==> src/rtl/fetch_stage_if.sv <==
// rtl/fetch_stage_if.sv - instruction-memory request/response bus between fetch and imem
//
// Purpose: groups the single-outstanding imem handshake into one port.
// Signals:
//   imem_req    master->slave  request valid
//   imem_addr   master->slave  request address (word-aligned)
//   imem_gnt    slave->master  request accepted when imem_req & imem_gnt
//   imem_rvalid slave->master  response valid, >=1 cycle after acceptance
//   imem_rdata  slave->master  response instruction
interface fetch_stage_if;
  logic        imem_req;
  logic [31:0] imem_addr;
  logic        imem_gnt;
  logic        imem_rvalid;
  logic [31:0] imem_rdata;

  modport master (
    output imem_req,
    output imem_addr,
    input  imem_gnt,
    input  imem_rvalid,
    input  imem_rdata
  );

  modport slave (
    input  imem_req,
    input  imem_addr,
    output imem_gnt,
    output imem_rvalid,
    output imem_rdata
  );
endinterface

==> src/rtl/fetch_stage.sv <==
// rtl/fetch_stage.sv - instruction fetch stage with IF/ID register and one-entry skid buffer
//
// Purpose: owns the PC, issues at most one outstanding imem request, absorbs a
// response that lands during a decode stall, and drops responses made stale by
// an execute-stage redirect.
// Ports:
//   clk, reset          clock, asynchronous active-high reset
//   StallF, StallD      hazard-unit stalls for fetch and the IF/ID register
//   FlushD              replace IF/ID contents with a bubble
//   PCSrcE, PCTargetE   redirect request and target from execute
//   imem                instruction-memory bus (master side)
//   InstrD, PCD,        instruction, its PC and PC+4 presented to decode
//   PCPlus4D, ValidD    ValidD=0 marks a bubble
module fetch_stage #(
  parameter logic [31:0] RESET_PC  = 32'h0000_0000,
  parameter logic [31:0] NOP_INSTR = 32'h0000_0013
) (
  input  logic                 clk,
  input  logic                 reset,
  input  logic                 StallF,
  input  logic                 StallD,
  input  logic                 FlushD,
  input  logic                 PCSrcE,
  input  logic [31:0]          PCTargetE,
  fetch_stage_if.master        imem,
  output logic [31:0]          InstrD,
  output logic [31:0]          PCD,
  output logic [31:0]          PCPlus4D,
  output logic                 ValidD
);

  typedef enum logic [1:0] {
    IDLE,
    WAIT,
    WAIT_KILL
  } fetchState_t;

  fetchState_t state, stateNext;

  logic [31:0] pcF;
  logic [31:0] pcOut;
  logic [31:0] bufInstr;
  logic [31:0] bufPc;
  logic        bufValid;
  logic        imemReq;
  logic        accept;
  logic        liveResp;

  // Request/next-state logic. A new request may overlap the cycle in which the
  // previous response returns, which is what gives one instruction per cycle.
  always_comb begin
    imemReq   = 1'b0;
    accept    = 1'b0;
    liveResp  = 1'b0;
    stateNext = state;

    imemReq = !reset && !PCSrcE && !StallF && !bufValid
              && !(imem.imem_rvalid && StallD)
              && ((state == IDLE) || imem.imem_rvalid);
    accept   = imemReq && imem.imem_gnt;
    liveResp = (state == WAIT) && imem.imem_rvalid && !PCSrcE;

    if (PCSrcE) begin
      // A response returning in the redirect cycle retires the outstanding
      // request; otherwise the request still in flight becomes stale.
      if (imem.imem_rvalid) begin
        stateNext = IDLE;
      end else if (state == WAIT) begin
        stateNext = WAIT_KILL;
      end
    end else if (accept) begin
      stateNext = WAIT;
    end else if (imem.imem_rvalid && (state != IDLE)) begin
      stateNext = IDLE;
    end
  end

  assign imem.imem_req  = imemReq;
  assign imem.imem_addr = pcF;

  always_ff @(posedge clk or posedge reset) begin
    if (reset) begin
      state <= IDLE;
    end else begin
      state <= stateNext;
    end
  end

  // PC and the address of the outstanding request.
  always_ff @(posedge clk or posedge reset) begin
    if (reset) begin
      pcF   <= RESET_PC;
      pcOut <= RESET_PC;
    end else if (PCSrcE) begin
      pcF <= PCTargetE;
    end else if (accept) begin
      pcOut <= pcF;
      pcF   <= pcF + 32'd4;
    end
  end

  // Skid buffer: catches a live response while decode is stalled. Because the
  // request logic is blocked while it is full, it never coexists with an
  // outstanding request.
  always_ff @(posedge clk or posedge reset) begin
    if (reset) begin
      bufValid <= 1'b0;
      bufInstr <= NOP_INSTR;
      bufPc    <= 32'd0;
    end else if (PCSrcE || FlushD) begin
      bufValid <= 1'b0;
    end else if (liveResp && StallD) begin
      bufValid <= 1'b1;
      bufInstr <= imem.imem_rdata;
      bufPc    <= pcOut;
    end else if (bufValid && !StallD) begin
      bufValid <= 1'b0;
    end
  end

  // IF/ID register; a bubble keeps the previous PCD/PCPlus4D.
  always_ff @(posedge clk or posedge reset) begin
    if (reset) begin
      InstrD   <= NOP_INSTR;
      PCD      <= 32'd0;
      PCPlus4D <= 32'd0;
      ValidD   <= 1'b0;
    end else if (FlushD) begin
      InstrD <= NOP_INSTR;
      ValidD <= 1'b0;
    end else if (StallD) begin
      InstrD <= InstrD;
    end else if (bufValid) begin
      InstrD   <= bufInstr;
      PCD      <= bufPc;
      PCPlus4D <= bufPc + 32'd4;
      ValidD   <= 1'b1;
    end else if (liveResp) begin
      InstrD   <= imem.imem_rdata;
      PCD      <= pcOut;
      PCPlus4D <= pcOut + 32'd4;
      ValidD   <= 1'b1;
    end else begin
      InstrD <= NOP_INSTR;
      ValidD <= 1'b0;
    end
  end

  // A response with nothing outstanding is a memory protocol error.
  rvalidInIdle : assert property (@(posedge clk) disable iff (reset)
                                  !(imem.imem_rvalid && (state == IDLE)))
    else $error("imem_rvalid received with no outstanding request");

endmodule

==> src/flat_wrapper.sv <==
// flat-port wrapper written by rule: the top's interface ports become plain ports
module fetch_stage_flat 
#(
  parameter logic [31:0] RESET_PC  = 32'h0000_0000,
  parameter logic [31:0] NOP_INSTR = 32'h0000_0013
)
  (clk, reset, StallF, StallD, FlushD, PCSrcE, PCTargetE, InstrD, PCD, PCPlus4D, ValidD, imem_imem_req, imem_imem_addr, imem_imem_gnt, imem_imem_rvalid, imem_imem_rdata);
  fetch_stage_if imem_i ();
  input  logic clk;
  input  logic reset;
  input  logic StallF;
  input  logic StallD;
  input  logic FlushD;
  input  logic PCSrcE;
  input  logic [31:0] PCTargetE;
  output logic [31:0] InstrD;
  output logic [31:0] PCD;
  output logic [31:0] PCPlus4D;
  output logic ValidD;
  output wire logic [$bits(imem_i.imem_req)-1:0] imem_imem_req;
  output wire logic [$bits(imem_i.imem_addr)-1:0] imem_imem_addr;
  input wire logic [$bits(imem_i.imem_gnt)-1:0] imem_imem_gnt;
  input wire logic [$bits(imem_i.imem_rvalid)-1:0] imem_imem_rvalid;
  input wire logic [$bits(imem_i.imem_rdata)-1:0] imem_imem_rdata;
  assign imem_imem_req = imem_i.imem_req;
  assign imem_imem_addr = imem_i.imem_addr;
  assign imem_i.imem_gnt = imem_imem_gnt;
  assign imem_i.imem_rvalid = imem_imem_rvalid;
  assign imem_i.imem_rdata = imem_imem_rdata;
  fetch_stage #(.RESET_PC(RESET_PC), .NOP_INSTR(NOP_INSTR)) u_core (.clk(clk), .reset(reset), .StallF(StallF), .StallD(StallD), .FlushD(FlushD), .PCSrcE(PCSrcE), .PCTargetE(PCTargetE), .imem(imem_i), .InstrD(InstrD), .PCD(PCD), .PCPlus4D(PCPlus4D), .ValidD(ValidD));
endmodule
==> config.mk <==
export PLATFORM = sky130hd
export DESIGN_NAME = fetch_stage_flat
export DESIGN_NICKNAME = d
export VERILOG_FILES = /design/src/rtl/fetch_stage_if.sv /design/src/rtl/fetch_stage.sv /design/src/flat_wrapper.sv
export SDC_FILE = /design/constraint.sdc
export NUM_CORES = 1
export LEC_CHECK = 0
export ABC_AREA = 1
export CAP_MARGIN = 10
export CORE_UTILIZATION = 53
export CTS_CLUSTER_DIAMETER = 120
export CTS_CLUSTER_SIZE = 14
export DETAILED_ROUTE_END_ITERATION = 6
export GPL_TIMING_DRIVEN = 0
export PLACE_DENSITY = 0.92
export SLEW_MARGIN = 30
export SYNTH_ARGS = -nofsm -noshare
export SYNTH_HDL_FRONTEND = slang
export SYNTH_SLANG_ARGS = --single-unit
==> constraint.sdc <==
create_clock -name clk -period 10.3 [get_ports clk]
set_input_delay 2.06 -clock clk [delete_from_list [all_inputs] [get_ports clk]]
set_output_delay 2.06 -clock clk [all_outputs]
set_load 0.01 [all_outputs]
==> results of run 1 <==
## cells by family after synthesis
logic type / share of synthesized area
compound gates: 0.0945
xor+xnor: 0.00965
fa+ha+maj: 0.00230
buf+inv: 0.0633
flops: 0.520
mux: 0.0637
simple gates: 0.247
## through the flow
stage | hold WS [ns] | TNS (ns) | util | total power [mW] | worst slack [ns]
2_1_floorplan | 0.445 | 0 | - | 1.39 | 2.06
3_3_place_gp | 0.458 | -121.64 | 0.657 | 1.65 | -0.565
3_5_place_dp | 0.469 | 0 | 0.660 | 1.68 | 4.51
4_1_cts | 0.486 | 0 | 0.688 | 2.36 | 4.51
5_1_grt | 0.499 | 0 | 0.688 | 2.47 | 4.45
6_report | 0.481 | 0 | 0.688 | 2.36 | 4.51
## critical path, stage by stage
cell             delay [ns]
clkdlybuf4s50_1        0.51
nor2_1                 0.23
nand2_1                0.09
a21oi_2                0.14
and2_1                 0.16
clkdlybuf4s50_1        0.54
## path summary, 6_finish.rpt
| path | end | start | slack, ns |
|---|---|---|---|
| min reg2reg | u_core.PCD[20] | u_core.PCD[20] | 0.48 |
| min | u_core.PCD[20] | u_core.PCD[20] | 0.48 |
| max in group asynchronous | u_core.pcOut[18] | reset | 7.14 |
| min in group asynchronous | u_core.InstrD[26] | reset | 1.95 |
| max reg2reg | u_core.PCPlus4D[24] | u_core.bufValid | 8.12 |
| max | imem_imem_req | reset | 4.51 |
## synth_stat cells, types with 8 or more instances
| master | number | area share |
|---|---|---|
| a22o_1 | 8 | 0.0064 |
| o22ai_1 | 15 | 0.0086 |
| nor2_4 | 8 | 0.0083 |
| nand2_1 | 378 | 0.13 |
| nand4_1 | 17 | 0.0098 |
| nand2_2 | 16 | 0.0092 |
| mux2i_1 | 21 | 0.019 |
| clkbuf_1 | 17 | 0.0059 |
| nand3_1 | 58 | 0.027 |
| buf_2 | 25 | 0.011 |
| nor2_1 | 102 | 0.035 |
| o21ai_0 | 100 | 0.046 |
| dfrtp_1 | 220 | 0.51 |
| o211ai_1 | 10 | 0.0069 |
| inv_1 | 92 | 0.032 |
| mux2_2 | 36 | 0.037 |
| xor2_1 | 10 | 0.0080 |
| nand3b_1 | 8 | 0.0055 |
| nor2_2 | 13 | 0.0075 |
| a21oi_1 | 22 | 0.010 |
| o21ai_1 | 9 | 0.0041 |
## sequential cells by signal (all words and copies together) (netlist names)
name                   cells
u_core.InstrD             32
u_core.PCPlus4D           32
u_core.bufInstr           32
u_core.bufPc              32
u_core.imem.imem_addr     32
u_core.pcOut              32
u_core.PCD                30
u_core.state               2
u_core.ValidD              1
u_core.bufValid            1
## per-layer routing
metal  track usage  part of all wire
met5             0                 0
met4         0.128             0.036
met3        0.0367             0.069
met2         0.503              0.48
met1         0.406              0.41
## layout make-up
class | instances | area (um2) | area share
Clock buffer | 28 | 531 | 0.0382
Buffer | 57 | 317 | 0.0228
Clock inverter | 2 | 32.5 | 0.00235
Sequential cell | 226 | 5660 | 0.408
Tap cell | 270 | 338 | 0.0244
Inverter | 99 | 380 | 0.0274
Timing Repair Buffer | 203 | 2070 | 0.149
Multi-Input combinational cell | 881 | 4540 | 0.327
## power by group through the flow
| stage | registers, mW | clock network, mW | logic, mW |
|---|---|---|---|
| 2_1_floorplan | 1.15 | 0 | 0.245 |
| 3_3_place_gp | 1.14 | 0 | 0.510 |
| 3_5_place_dp | 1.15 | 0 | 0.533 |
| 4_1_cts | 1.13 | 0.688 | 0.540 |
| 5_1_grt | 1.15 | 0.722 | 0.592 |
| 6_report | 1.14 | 0.684 | 0.540 |
==> flow_summary.json, run 1 <==
{
  "status": "complete, no violations",
  "fp.dieW_um": 145,
  "grt_usage": 0.303,
  "ys_seq_area_frac": 0.520,
  "min_path_cells": 2,
  "grt_first_pass_wirelength_mm": 51.2,
  "netlist_area_um2": 10900,
  "max_cap_violations": 0,
  "cts.reportedPaths.clkPinSlew_ns": 0.06,
  "post-cts-setup-buffers": 0,
  "setup_viol": 0,
  "setup.worst_path.class": "input pin to output pin",
  "synthToLayoutAreaGrowth_pct": 27.3,
  "fin_cells": 1766,
  "cellLeakagePower_nw": 6.39,
  "timing_hold_violations_final": 0,
  "post_drt_wl_per_cell_um": 17.8,
  "synthFlopType": "dfrtp_1",
  "fin_crit_ns": 5.79,
  "tightest_slew_ns": 0.708,
  "worstPathArrival_ns": 3.73,
  "io_buffers": 201,
  "synth-edff-count": 0,
  "hp-class": "register to register",
  "clock_latency_ns": 0.51,
  "ioPinCount": 202,
  "synth.net_count": 1337,
  "post-route-cell-area_um2": 13900,
  "fin_worst_skew_ns": 0.0207,
  "antenna_cells": 0,
  "syn_inst": 1263,
  "vias": 9990,
  "die_h_um": 145,
  "cts_tree": "done",
  "pwr-share-comb": 0.229,
  "grt_overflow_total": 0,
  "die_area_um2": 21100,
  "fin_crit_sh": 0.562,
  "post_cts_resized": 0,
  "max_freq_mhz": 173,
  "synthArstFlopShare": 1.00,
  "crit_path_end_kind": "output pin",
  "htree_num_levels": 1,
  "fillCellCount": 1526,
  "nets": 1562,
  "avgSynthCellArea_um2": 8.63,
  "switching_share": 0.303,
  "relSlewSlack": 0.523,
  "rsz0062_at_grt": "false",
  "drv_slew": 0,
  "firstDrtPassIters": 5,
  "avgViaCountPerCell": 5.66,
  "p_sw_mw": 0.716,
  "antenna_found_initial": 0,
  "ys_ff_latch": 226,
  "grt_pass1_vias": 10009,
  "ys_types": 48,
  "clkPwrFrac": 0.290,
  "cts.sinks": 226,
  "cp_max_fo": 2,
  "final_cell_mix": "nand2_1, dfrtp_1, clkdlybuf4s50_1",
  "power_density_nw_per_um2": 170,
  "placedCellCount": 1736,
  "critPathRequiredTime_ns": 8.24,
  "drt_iter0_drc": 769,
  "root_buffer": "clkbuf_16",
  "cts_made_buffers": 20,
  "fp-row-count": 52,
  "final_common_cell": "nand2_1",
  "core_um2": 20200,
  "start_util": 0.540,
  "gp_congestion": 0.958,
  "drive_above_1_share": 0.106,
  "drc": 0,
  "vdd_ir_drop_max_uv": 104,
  "place_area_um2": 13300,
  "postCtsHoldBufs": 0,
  "seq_power_share": 0.482,
  "clockBufferDepth": 3,
  "p_int_mw": 1.65,
  "r2r_cells": 13,
  "ant_nets": 0,
  "cp-start-kind": "input pin",
  "drt-total-wl_mm": 31.5,
  "grt_max_degree": 97,
  "hpwl_mm": 23.1,
  "ys_warn_count": 0
}
Note: power is estimated with default switching activity, not from simulation.
==> run 2, diff against run 1 <==
- CORE_UTILIZATION: 53 -> 48
- PLACE_DENSITY: 0.92 -> 0.88
- clock period: 10.3 -> 5 ns (I/O delays scaled with it)
==> flow_summary.json, run 2 (synthesis results as in run 1) <==
{
  "grt_usage": 0.273,
  "final_cell_mix": "nand2_1, dfrtp_1, clkdlybuf4s50_1",
  "cp_max_fo": 2,
  "power_density_nw_per_um2": 350,
  "cts.reportedPaths.clkPinSlew_ns": 0.06,
  "start_util": 0.495,
  "post_cts_resized": 0,
  "setup_viol": 0,
  "gp_congestion": 0.905,
  "htree_num_levels": 1,
  "die_h_um": 153,
  "ant_nets": 0,
  "drive_above_1_share": 0.110,
  "fp-row-count": 54,
  "routedLengthMet1_mm": 13.2,
  "firstDrtPassIters": 7,
  "violations": "DRC",
  "cts.sinks": 226,
  "clockBufferDepth": 3,
  "synthToLayoutAreaGrowth_pct": 28.6,
  "post-route-cell-area_um2": 14000,
  "fin_worst_skew_ns": 0.0182,
  "clock_latency_ns": 0.50,
  "crit_path_end_kind": "output pin",
  "met2RoutedLength_mm": 15.0,
  "drt_iter0_drc": 801,
  "ioPinCount": 202,
  "nets": 1568,
  "final_common_cell": "nand2_1",
  "reg2reg_slack_ns": 2.86,
  "fin_crit_sh": 0.702,
  "wl_met3_mm": 2.31,
  "drt-total-wl_mm": 31.5,
  "cts_made_buffers": 20,
  "status": "finished with violations",
  "max_freq_mhz": 285,
  "root_buffer": "clkbuf_16",
  "antenna_found_initial": 0,
  "vias": 9851,
  "fin_crit_ns": 3.51,
  "tightest_slew_ns": 0.763,
  "grt_pass1_vias": 9757,
  "grt_overflow_total": 0,
  "core_um2": 22000,
  "avgViaCountPerCell": 5.53,
  "drv_slew": 0,
  "hpwl_mm": 23.7,
  "grt_first_pass_wirelength_mm": 51.0,
  "hp-class": "register to register",
  "timing_hold_violations_final": 0,
  "power_mw": 4.91,
  "fillCellCount": 1743,
  "die_area_um2": 23300,
  "vdd_ir_drop_max_uv": 234,
  "critPathRequiredTime_ns": 4.00,
  "post_drt_wl_per_cell_um": 17.7,
  "setup.worst_path.class": "input pin to output pin",
  "grt_max_degree": 31,
  "multi_input_area_um2": 4540,
  "max_cap_violations": 0,
  "fp.dieW_um": 153,
  "regArea_um2": 5660,
  "rsz0062_at_grt": "false",
  "cellLeakagePower_nw": 6.45,
  "post-cts-setup-buffers": 0,
  "drc": 11,
  "antenna_cells": 0,
  "postCtsHoldBufs": 0,
  "io_buffers": 201,
  "relSlewSlack": 0.489,
  "cp-start-kind": "input pin",
  "worstPathArrival_ns": 2.51,
  "place_area_um2": 13400,
  "topRoutingLayerUsed": "met4",
  "cts_tree": "done"
}
-- run 2: changes by cell type in the layout (fill, tap and decap cells not counted) --
cell	before	now
buf_16	2	3
buf_12	0	5
clkinv_8	2	1
clkinvlp_4	0	1
clkbuf_16	20	21
inv_8	1	0
-- run 2: per-layer routing --
metal / track usage / up-vias
met5: 0 / -
met4: 0.0986 / 0
met3: 0.0401 / 84
met2: 0.459 / 452
met1: 0.360 / 4741
li1: - / 4574
-- run 2: through the flow --
stage	setup slack [ns]	TNS (ns)	utilization	hold slack [ns]	instances
floorplan	1.05	0	-	0.445	1263
global placement	-0.545	-117.94	0.602	0.459	1744
detailed placement	1.51	0	0.610	0.465	1752
CTS	1.50	0	0.636	0.487	1782
global route	1.41	0	0.636	0.507	1782
finish	1.49	0	0.636	0.483	1782
-- run 2: final cells by class --
class	instances	share of cell area
plain buffers	57	0.0226
clock buffers	29	0.0396
clock inverters	1	0.00116
inverters	99	0.0269
multi-input cells	881	0.324
flip-flops and latches	226	0.404
well taps	280	0.0250
repair buffers	209	0.157
-- run 2: critical path, cell delays in order --
cell	delay (ns)
clkdlybuf4s50_1	0.47
nor2_1	0.15
nand2_1	0.08
a21oi_2	0.15
and2_1	0.14
clkdlybuf4s50_1	0.53
-- run 2: worst paths after layout --
| kind | depth (start not counted) | end | from |
|---|---|---|---|
| worst min-delay path | 2 | u_core.PCPlus4D[3] | u_core.PCPlus4D[3] |
| worst min register to register | 2 | u_core.PCPlus4D[3] | u_core.PCPlus4D[3] |
| max in group asynchronous | 5 | u_core.PCD[19] | reset |
| worst max-delay path | 6 | imem_imem_req | reset |
| min in group asynchronous | 2 | u_core.InstrD[27] | reset |
| worst max register to register | 13 | u_core.PCPlus4D[22] | u_core.bufValid |
-- run 2: report_power, final --
group | total [mW] | switching [mW] | internal (mW)
clock network | 1.45 | 0.675 | 0.770
registers | 2.33 | 0.219 | 2.11
logic | 1.13 | 0.586 | 0.542
total | 4.91 | 1.48 | 3.43
